`src/rtl/riscv_pkg.sv`:
```
// Shared pipeline definitions: controller states, register-zero constant,
// bubble control word and the stage-control patterns driven by pipeline_ctrl.
package riscv_pkg;

    typedef enum logic [1:0] {
        RUN    = 2'd0,
        DRAIN  = 2'd1,
        HALTED = 2'd2
    } ctrl_state_t;

    localparam logic [4:0] REG_ZERO = 5'd0;

    // Control fields carried by the ID/EX pipeline register; a bubble is all zeros.
    typedef struct packed {
        logic       reg_write;
        logic       mem_read;
        logic       mem_write;
        logic       mem_to_reg;
        logic       alu_src;
        logic       branch;
        logic       jump;
        logic       halt;
        logic [3:0] alu_op;
    } ctrl_t;

    localparam ctrl_t BUBBLE_CTRL = ctrl_t'(12'd0);

    typedef struct packed {
        logic pc_en;
        logic if_id_en;
        logic id_ex_en;
        logic ex_mem_en;
        logic mem_wb_en;
        logic if_id_flush;
        logic id_ex_flush;
        logic mem_wb_bubble;
    } stage_ctl_t;

    localparam stage_ctl_t CTL_ADVANCE  = stage_ctl_t'(8'b11111_000);
    localparam stage_ctl_t CTL_FREEZE   = stage_ctl_t'(8'b00000_000);
    localparam stage_ctl_t CTL_MEM_WAIT = stage_ctl_t'(8'b00001_001);
    localparam stage_ctl_t CTL_SQUASH   = stage_ctl_t'(8'b11111_110);
    localparam stage_ctl_t CTL_LOAD_USE = stage_ctl_t'(8'b00111_010);
    // Front end starved while older instructions (including HALT) retire.
    localparam stage_ctl_t CTL_DRAIN    = stage_ctl_t'(8'b01111_100);

endpackage

```
`src/rtl/pipeline_ctrl_hazard_detect.sv`:
```
// Load-use comparator: a load in EX writes a register the ID instruction reads.
module hazard_detect
    import riscv_pkg::*;
(
    input  logic [4:0] id_rs1,
    input  logic [4:0] id_rs2,
    input  logic       id_uses_rs1,
    input  logic       id_uses_rs2,
    input  logic       ex_mem_read,
    input  logic [4:0] ex_rd,
    output logic       load_use
);

    logic rs1_hit_s;
    logic rs2_hit_s;

    assign rs1_hit_s = id_uses_rs1 && (id_rs1 == ex_rd);
    assign rs2_hit_s = id_uses_rs2 && (id_rs2 == ex_rd);
    // x0 is never a real dependency, so loads into it never stall.
    assign load_use  = ex_mem_read && (ex_rd != REG_ZERO) && (rs1_hit_s || rs2_hit_s);

endmodule

```
`src/rtl/pipeline_ctrl.sv`:
```
// Stall/flush/halt controller for the five-stage pipeline: combinational
// stage controls from state and hazards, registered state and counters.
module pipeline_ctrl
    import riscv_pkg::*;
#(
    parameter int MEM_TIMEOUT = 64,
    parameter int CNT_W       = 16
) (
    input  logic             clock,
    input  logic             reset,
    input  logic [4:0]       id_rs1,
    input  logic [4:0]       id_rs2,
    input  logic             id_uses_rs1,
    input  logic             id_uses_rs2,
    input  logic             id_halt,
    input  logic             ex_memRead,
    input  logic [4:0]       ex_rd,
    input  logic             ex_branch_taken,
    input  logic             mem_req,
    input  logic             mem_ready,
    input  logic             wb_halt,
    output logic             pc_en,
    output logic             if_id_en,
    output logic             id_ex_en,
    output logic             ex_mem_en,
    output logic             mem_wb_en,
    output logic             if_id_flush,
    output logic             id_ex_flush,
    output logic             mem_wb_bubble,
    output logic             halted,
    output logic             mem_err,
    output logic [CNT_W-1:0] stall_cnt,
    output logic [CNT_W-1:0] flush_cnt
);

    localparam int WCNT_W = $clog2(MEM_TIMEOUT + 1);
    localparam logic [WCNT_W-1:0] WCNT_LAST = WCNT_W'(MEM_TIMEOUT - 1);
    localparam logic [CNT_W-1:0]  CNT_MAX   = {CNT_W{1'b1}};

    ctrl_state_t       state_r;
    logic [WCNT_W-1:0] wcnt_r;
    logic              mem_err_r;
    logic [CNT_W-1:0]  stall_cnt_r;
    logic [CNT_W-1:0]  flush_cnt_r;

    logic       load_use_s;
    logic       active_s;
    logic       mem_stall_s;
    logic       timeout_s;
    logic       branch_s;
    logic       lu_stall_s;
    logic       halt_go_s;
    stage_ctl_t ctl_s;

    hazard_detect u_hazard_detect (
        .id_rs1      (id_rs1),
        .id_rs2      (id_rs2),
        .id_uses_rs1 (id_uses_rs1),
        .id_uses_rs2 (id_uses_rs2),
        .ex_mem_read (ex_memRead),
        .ex_rd       (ex_rd),
        .load_use    (load_use_s)
    );

    // Qualify raw hazards by state and priority; each flag is the effective event.
    always_comb begin
        active_s    = (state_r == RUN) || (state_r == DRAIN);
        mem_stall_s = active_s && mem_req && !mem_ready;
        timeout_s   = mem_stall_s && (wcnt_r == WCNT_LAST);
        branch_s    = (state_r == RUN) && !mem_stall_s && ex_branch_taken;
        lu_stall_s  = (state_r == RUN) && !mem_stall_s && !ex_branch_taken && load_use_s;
        halt_go_s   = (state_r == RUN) && !mem_stall_s && !ex_branch_taken && !load_use_s && id_halt;
    end

    // Stage control selection; a timeout freezes everything in the same cycle.
    always_comb begin
        ctl_s = CTL_FREEZE;
        case (state_r)
            RUN, DRAIN: begin
                if (timeout_s) begin
                    ctl_s = CTL_FREEZE;
                end else if (mem_stall_s) begin
                    ctl_s = CTL_MEM_WAIT;
                end else if (state_r == DRAIN) begin
                    ctl_s = CTL_DRAIN;
                end else if (branch_s) begin
                    ctl_s = CTL_SQUASH;
                end else if (lu_stall_s) begin
                    ctl_s = CTL_LOAD_USE;
                end else begin
                    ctl_s = CTL_ADVANCE;
                end
            end
            HALTED:  ctl_s = CTL_FREEZE;
            default: ctl_s = CTL_FREEZE;
        endcase
    end

    assign pc_en         = ctl_s.pc_en;
    assign if_id_en      = ctl_s.if_id_en;
    assign id_ex_en      = ctl_s.id_ex_en;
    assign ex_mem_en     = ctl_s.ex_mem_en;
    assign mem_wb_en     = ctl_s.mem_wb_en;
    assign if_id_flush   = ctl_s.if_id_flush;
    assign id_ex_flush   = ctl_s.id_ex_flush;
    assign mem_wb_bubble = ctl_s.mem_wb_bubble;
    assign halted        = (state_r == HALTED);
    assign mem_err       = mem_err_r;
    assign stall_cnt     = stall_cnt_r;
    assign flush_cnt     = flush_cnt_r;

    // Controller state: halt entry, drain completion and memory-timeout lockup.
    always_ff @(posedge clock or posedge reset) begin
        if (reset) begin
            state_r <= RUN;
        end else begin
            case (state_r)
                RUN: begin
                    if (timeout_s) begin
                        state_r <= HALTED;
                    end else if (halt_go_s) begin
                        state_r <= DRAIN;
                    end else begin
                        state_r <= RUN;
                    end
                end
                DRAIN: begin
                    if (timeout_s || wb_halt) begin
                        state_r <= HALTED;
                    end else begin
                        state_r <= DRAIN;
                    end
                end
                HALTED:  state_r <= HALTED;
                default: state_r <= RUN;
            endcase
        end
    end

    // Consecutive memory wait cycles and the sticky timeout flag.
    always_ff @(posedge clock or posedge reset) begin
        if (reset) begin
            wcnt_r    <= {WCNT_W{1'b0}};
            mem_err_r <= 1'b0;
        end else begin
            if (mem_stall_s) begin
                wcnt_r <= wcnt_r + WCNT_W'(1);
            end else begin
                wcnt_r <= {WCNT_W{1'b0}};
            end
            mem_err_r <= mem_err_r | timeout_s;
        end
    end

    // Saturating performance counters.
    always_ff @(posedge clock or posedge reset) begin
        if (reset) begin
            stall_cnt_r <= {CNT_W{1'b0}};
            flush_cnt_r <= {CNT_W{1'b0}};
        end else begin
            if ((mem_stall_s || lu_stall_s) && (stall_cnt_r != CNT_MAX)) begin
                stall_cnt_r <= stall_cnt_r + CNT_W'(1);
            end else begin
                stall_cnt_r <= stall_cnt_r;
            end
            if (branch_s && (flush_cnt_r != CNT_MAX)) begin
                flush_cnt_r <= flush_cnt_r + CNT_W'(1);
            end else begin
                flush_cnt_r <= flush_cnt_r;
            end
        end
    end

endmodule

```
`config.mk`:
```
export PLATFORM = sky130hd
export DESIGN_NAME = pipeline_ctrl
export DESIGN_NICKNAME = d
export VERILOG_FILES = /design/src/rtl/riscv_pkg.sv /design/src/rtl/pipeline_ctrl_hazard_detect.sv /design/src/rtl/pipeline_ctrl.sv
export SDC_FILE = /design/constraint.sdc
export NUM_CORES = 1
export LEC_CHECK = 0
export BUFFER_PORTS_ARGS = -buffer_cell sky130_fd_sc_hd__buf_2
export CORE_ASPECT_RATIO = 0.6
export CORE_UTILIZATION = 35
export CTS_CLUSTER_SIZE = 28
export DETAILED_ROUTE_END_ITERATION = 8
export GPL_TIMING_DRIVEN = 0
export PLACE_DENSITY = 0.7
export SLEW_MARGIN = 30
export SYNTH_ARGS = -nofsm -noshare
export SYNTH_HDL_FRONTEND = slang
export SYNTH_SLANG_ARGS = --single-unit
```
`constraint.sdc`:
```
create_clock -name clock -period 3.1 [get_ports clock]
set_input_delay 0.93 -clock clock [delete_from_list [all_inputs] [get_ports clock]]
set_output_delay 0.93 -clock clock [all_outputs]
set_load 0.01 [all_outputs]
```
==> impl_results.md, run 1 <==
* Seq pwr share at 45.1%
* First DRT Iteration DRCs at 38
* Cts bufs inserted at 5
* RD Place Congestion at 0.7353
* Port bufs at 66
* Commonest non-fill, non-tap cells in the layout: 64 x buf_2, 42 x dfrtp_1, 22 x xor2_1
* Antenna violations before repair at 0
* Pwr/cell area at 586.9 nW/µm²
* First-pass GRT wire length at 8.307 mm
* # rows at 22
* Mean Syn Cell Area at 10.81 µm²
* Share of cells above drive strength 1 at 38.91%
* Fin. Hold Viols at 0
* Num ports at 67
* Sequential area share after synthesis at 45.43%
* GR Overflow Total at 0
* Vias per std cell at 4.753
* Filler cells at 589
* Max-cap violations at 0
* Mapped Nets at 242
* Switching Fraction at 35.53%
* CTS tree: done
* Die Span Y at 64.98 µm
* Fin nets at 320
* Distinct cells, synth at 44
* Ys flop type: dfrtp_1
* CTS Root Buffer Type: clkbuf_8
* Setup violations, final at 3
* Sw power at 610.4 µW
* VDD IR-drop max at 320.0 µV
* Routed len/inst at 12.84 µm
* Outcome: finished, violations left
* Failing checks: negative setup slack
* Synth-to-layout area growth at 26.50%
* CTS max path bufs at 2
* Critical Path Start Type: primary input
* Synth Instances at 214
* CP Max Fanout at 4
* Leak at 0.001385 µW
* Synth warn at 0
* Skew final at 0.003718 ns
* Combinational share of power at 34.0%
* Post-synth EDFFs at 0
* Slew HR at 66.23%
* Routed Antenna Nets at 0
* Asr flop ratio synth at 100.0%
* DRC Markers at 0
* Core Area at 6248 µm²
* Vias at 1792
* DRT Pass-1 Iters at 4
* Post-route clock period utilization at 103.1%
* Aggregate routed wire length at 4.840 mm
* Clk pwr share at 20.9%
* Min-delay worst type: flop to flop
* Commonest non-fill, non-tap cell in the layout: buf_2
* Largest net degree at the start of global routing at 23
* Fmax at 0.3130 GHz
* Int Pwr at 1107 µW
* Die W at 107.0 µm
* Worst-Margin Slew at 0.5058 ns
* Final worst slack at -0.09471 ns
* Mapped Area at 2313 µm²
* RSZ-0062 raised after global routing: true
* Min Tclk post-route at 3.195 ns
* Post-DP HPWL at 3.711 mm
* Setup TNS at -0.1773 ns
* Total global-route track usage at 15.15%
* Clock tree sinks at 42
* Vias in the first global route at 1741
* Fin util at 46.84%
* Crit Path Class: primary input to output pin
* Worst skew pair latency at 0.28 ns
* Die area at 6950 µm²
* # diodes at 0
* Crit. End Element: output pin
* CP arrival at 2.26 ns
* Synth Register Bits at 42
* Initial Utilization at 37.02%
* CTS H-tree lvls at 2
* Pins Over Slew Limit at 0
* CP required at 2.17 ns
* Clock-pin slew on the worst setup and hold paths at 0.08 ns
power by group through the flow:
stage          sequential, µW  clock, µW  combinational, µW
4_1_cts                   774        379                587
2_1_floorplan             802          0                329
5_1_grt                   794        403                647
3_3_place_gp              776          0                560
3_5_place_dp              784          0                577
6_report                  775        359                584
kinds of logic (layout without fill, tap and decap cells):
logic type,after synthesis,after routing,share of synthesized area (%)
XOR/XNOR,41,41,15.52
multiplexers,3,3,1.785
AND/OR/NAND/NOR,100,100,26.72
adder cells (fa/ha/maj),3,3,1.623
buffers and inverters,11,90,3.948
AO/OA/AOI/OAI,14,14,4.977
flip-flops,42,42,45.43
synthesized netlist by cell type, drive strengths merged (2+ instances only):
| master | number | area (µm²) |
|---|---|---|
| a21boi | 2 | 26.28 |
| a21oi | 4 | 20.02 |
| and3 | 5 | 31.28 |
| and4 | 2 | 17.52 |
| buf | 6 | 72.57 |
| dfrtp | 42 | 1051 |
| ha | 3 | 37.54 |
| inv | 5 | 18.77 |
| mux2 | 3 | 41.29 |
| nand2 | 16 | 60.06 |
| nand3 | 17 | 85.08 |
| nand4 | 5 | 31.28 |
| nor2 | 20 | 80.07 |
| nor2b | 3 | 26.27 |
| nor3 | 12 | 100.1 |
| nor4 | 7 | 83.83 |
| nor4b | 2 | 17.52 |
| o21ai | 3 | 26.28 |
| or2 | 2 | 12.52 |
| or3 | 3 | 18.77 |
| xnor2 | 19 | 166.4 |
| xor2 | 22 | 192.7 |
critical path: stages:
cell     delay (ns)
buf_8          0.09
or4_4          0.53
o21ai_4        0.14
and2b_2        0.26
o21a_1         0.17
buf_2          0.13
worst paths after layout:
path | to | slack, ns | depth (start not counted) | from
worst max-delay path | id_ex_flush | -0.09 | 6 | ex_rd[2]
worst min-delay path | mem_err | 0.47 | 1 | mem_err
worst max register to register | stall_cnt[5] | 1.02 | 8 | stall_cnt[0]
worst min register to register | mem_err | 0.47 | 1 | mem_err
max in group asynchronous | stall_cnt[6] | 1.95 | 3 | reset
min in group asynchronous | state_r[1] | 0.67 | 2 | reset
registers in the layout, summed over array words and instances (netlist names):
| register | flops |
|---|---|
| flush_cnt | 16 |
| stall_cnt | 16 |
| wcnt_r | 7 |
| state_r | 2 |
| mem_err | 1 |
area by class of cell:
cell class / count / area (µm²) / share of cell area [%]
Buffer: 6 / 72.57 / 2.480
Clock buffer: 7 / 86.33 / 2.950
Clock inverter: 1 / 5.005 / 0.1710
Inverter: 5 / 18.77 / 0.6413
Multi-Input combinational cell: 161 / 1180 / 40.32
Sequential cell: 42 / 1051 / 35.91
Tap cell: 84 / 105.1 / 3.591
Timing Repair Buffer: 71 / 407.9 / 13.94
per-stage QoR:
step	cells	area, µm²	power (µW)	hold WS (ns)	setup WS, ns
6_report	377	2927	1718	0.4652	-0.09471
5_1_grt	377	2927	1845	0.4787	-0.1356
4_1_cts	375	2904	1740	0.4714	-0.1343
3_5_place_dp	365	2776	1361	0.4510	-0.1656
3_3_place_gp	364	2749	1336	0.4512	-0.2170
2_1_floorplan	214	2313	1131	0.4437	0.02120
routing by layer:
metal	GRT usage (%)	share of wire, %
met1	21.24	51
met2	24.19	44
met3	3.722	4.8
met4	2.055	0
met5	0	0
what timing repair did:
item,CTS,global route
buffers inserted,2,2
hold buffers,0,0
endpoints found under the setup margin,3,3
pin swaps,4,4
gates resized for setup,8,2
(Power assumes the default switching activity.)
==> run 2: changes to the inputs <==
SYNTH_HIERARCHICAL = 1   (was not set)
==> impl_results.md, run 2 <==
* Num ports at 67
* DRC Markers at 0
* Die area at 6569 µm²
* Worst path cell trace: buf_6 -> xor2_2 -> nor4_2 -> nand3_1 -> a21oi_4 -> nor2b_1 -> nor3_1 -> buf_2
* Seq pwr share at 45.0%
* Port bufs at 66
* Share of cells above drive strength 1 at 34.60%
* FF+latch area at 1051 µm²
* Die Span Y at 63.18 µm
* CTS tree: done
* Min Tclk post-route at 3.166 ns
* Crit Path Class: primary input to output pin
* Cts bufs inserted at 5
* Mapped Nets at 240
* Slew HR at 60.55%
* Outcome: finished, violations left
* Area of the multi-input gates at 1166 µm²
* Worst-Margin Slew at 0.5856 ns
* # diodes at 0
* Combinational share of power at 29.2%
* Crit. End Element: output pin
* Post-route clock period utilization at 102.1%
* Antenna violations before repair at 0
* CTS Root Buffer Type: clkbuf_8
* Largest area contributor in the netlist: dfrtp_1
* Min-delay worst type: flop to flop
* Failing checks: negative setup slack
* Aggregate routed wire length at 5.212 mm
* Final worst slack at -0.06649 ns
* Fin. Hold Viols at 0
* Critical-path top delay cell: nor4_2
* Routed len/inst at 14.12 µm
* Vias in the first global route at 1774
* CP required at 2.17 ns
* Clk pwr share at 25.7%
* Die W at 104.0 µm
* Post-DP HPWL at 3.840 mm
* Core Area at 5781 µm²
* First-pass GRT wire length at 8.825 mm
* Sw power at 594.9 µW
* Synth warn at 6
* Max-cap violations at 0
* RSZ-0062 raised after global routing: true
* Initial Utilization at 37.77%
* Vias per std cell at 4.951
* Largest net degree at the start of global routing at 26
* Mean Syn Cell Area at 10.30 µm²
* Synth Instances at 212
* Skew final at 0.008031 ns
* Fin nets at 316
* Filler cells at 558
* CTS H-tree lvls at 2
* Sequential area share after synthesis at 48.14%
* Fmax at 0.3158 GHz
* Leak at 0.001343 µW
* Asr flop ratio synth at 100.0%
* # rows at 21
* Commonest non-fill, non-tap cells in the layout: 61 x buf_2, 42 x dfrtp_1, 21 x nor2_1, 21 x xor2_1, 20 x xnor2_1
* Synth top area share at 48.14%
* VDD IR-drop max at 349.1 µV
* Mapped Area at 2183 µm²
* Commonest non-fill, non-tap cell in the layout: buf_2
* Routed Antenna Nets at 0
* DRT Pass-1 Iters at 4
* Int Pwr at 1107 µW
* CTS max path bufs at 2
* Post-Place Setup Slack at -0.2135 ns
* Synth-to-layout area growth at 30.37%
* Clock tree sinks at 42
* Switching Fraction at 34.96%
* Worst skew pair latency at 0.30 ns
* Top cells by area, synth: dfrtp_1 48%, xor2_1 8.8%, xnor2_1 8.0%
* Ys flop type: dfrtp_1
* Vias at 1827
* Worst hold slack at 0.4808 ns
* Total global-route track usage at 16.94%
* CP Max Fanout at 4
* Count leader, synth: dfrtp_1
* Post-synth EDFFs at 0
* Distinct cells, synth at 38
* Synth Register Bits at 42
* CP max stage delay at 0.30 ns
* GR Overflow Total at 0
* First DRT Iteration DRCs at 53
* Most instantiated cells after synthesis: 42 x dfrtp_1, 22 x xor2_1, 21 x nor2_1, 20 x xnor2_1, 16 x nand3_1
* CP arrival at 2.24 ns
* Clock-pin slew on the worst setup and hold paths at 0.09 ns
* Setup violations, final at 3
* RD Place Congestion at 0.7832
* Pins Over Slew Limit at 0
* Pwr/cell area at 597.8 nW/µm²
* Critical Path Start Type: primary input
[run 2: changes by cell type after synthesis, moves of 3 or more]
cell     delta
buf_6       -4
nor3_2      -8
nor3_1      +3
and2_2      +3
nor4_2      -3
nand4_1     +8
nor2_1      +3
[run 2: routing by layer]
| metal | track usage [%] | vias to the layer above | share of wire [%] |
|---|---|---|---|
| li1 | - | 896 | - |
| met5 | 0 | - | 0 |
| met2 | 26.50 | 47 | 46 |
| met3 | 4.658 | 9 | 4.8 |
| met1 | 23.07 | 875 | 48 |
| met4 | 4.643 | 0 | 1.2 |
[run 2: area by class of cell]
class / instances / share of cell area (%)
clock inverter: 2 / 1.319
sequential: 42 / 36.92
multi-input combinational: 165 / 40.97
clock buffer: 6 / 2.549
inverter: 4 / 0.5275
tap: 80 / 3.516
timing repair buffer: 69 / 13.93
buffer: 1 / 0.2637
[run 2: timing repair]
action | CTS | global route
hold buffers | 0 | 0
pin swaps | 9 | 4
buffers inserted | 2 | 0
gates resized for setup | 11 | 8
endpoints found under the setup margin | 3 | 11
[run 2: power by group through the flow]
stage	logic, µW	clock network (µW)	registers [µW]
floorplan	255	0	783
CTS	492	450	765
global placement	469	0	766
finish	497	438	766
detailed placement	484	0	773
global route	552	478	785
[run 2: final timing paths]
kind	from	end	slack, ns	cells after the start
min reg2reg	mem_err	mem_err	0.48	1
min	mem_err	mem_err	0.48	1
max in group asynchronous	reset	flush_cnt[12]	2.03	3
min in group asynchronous	reset	wcnt_r[1]	0.60	2
max reg2reg	flush_cnt[0]	flush_cnt[8]	1.12	5
max	id_rs1[1]	pc_en	-0.07	8
[run 2: logic make-up after synthesis]
group,after synthesis,share of synthesized area (%)
muxes,3,1.490
xor gates and xnor gates,42,16.85
buffers and inverters,5,1.031
AOI/OAI and AO/OA,13,3.725
DFF,42,48.14
adders and majority gates,3,1.719
and+or+nand+nor,104,27.05
[run 2: critical path, delay by kind of cell]
family,cells,cell delay (ns)
and+or+nand+nor,4,0.67
xor gates and xnor gates,1,0.17
AOI/OAI and AO/OA,1,0.22
buffers and inverters,2,0.25
[run 2: stage by stage]
stage / setup TNS, ns / power, µW / instance area [µm²] / utilization (%) / std cells
after floorplan: 0 / 1039 / 2183 / - / 212
after global placement: -1.154 / 1235 / 2614 / 45.22 / 358
after detailed placement: -1.563 / 1257 / 2634 / 45.56 / 359
after CTS: -0.05462 / 1706 / 2799 / 48.42 / 369
after global routing: -0.3841 / 1815 / 2846 / 49.24 / 369
final: -0.1793 / 1702 / 2846 / 49.24 / 369
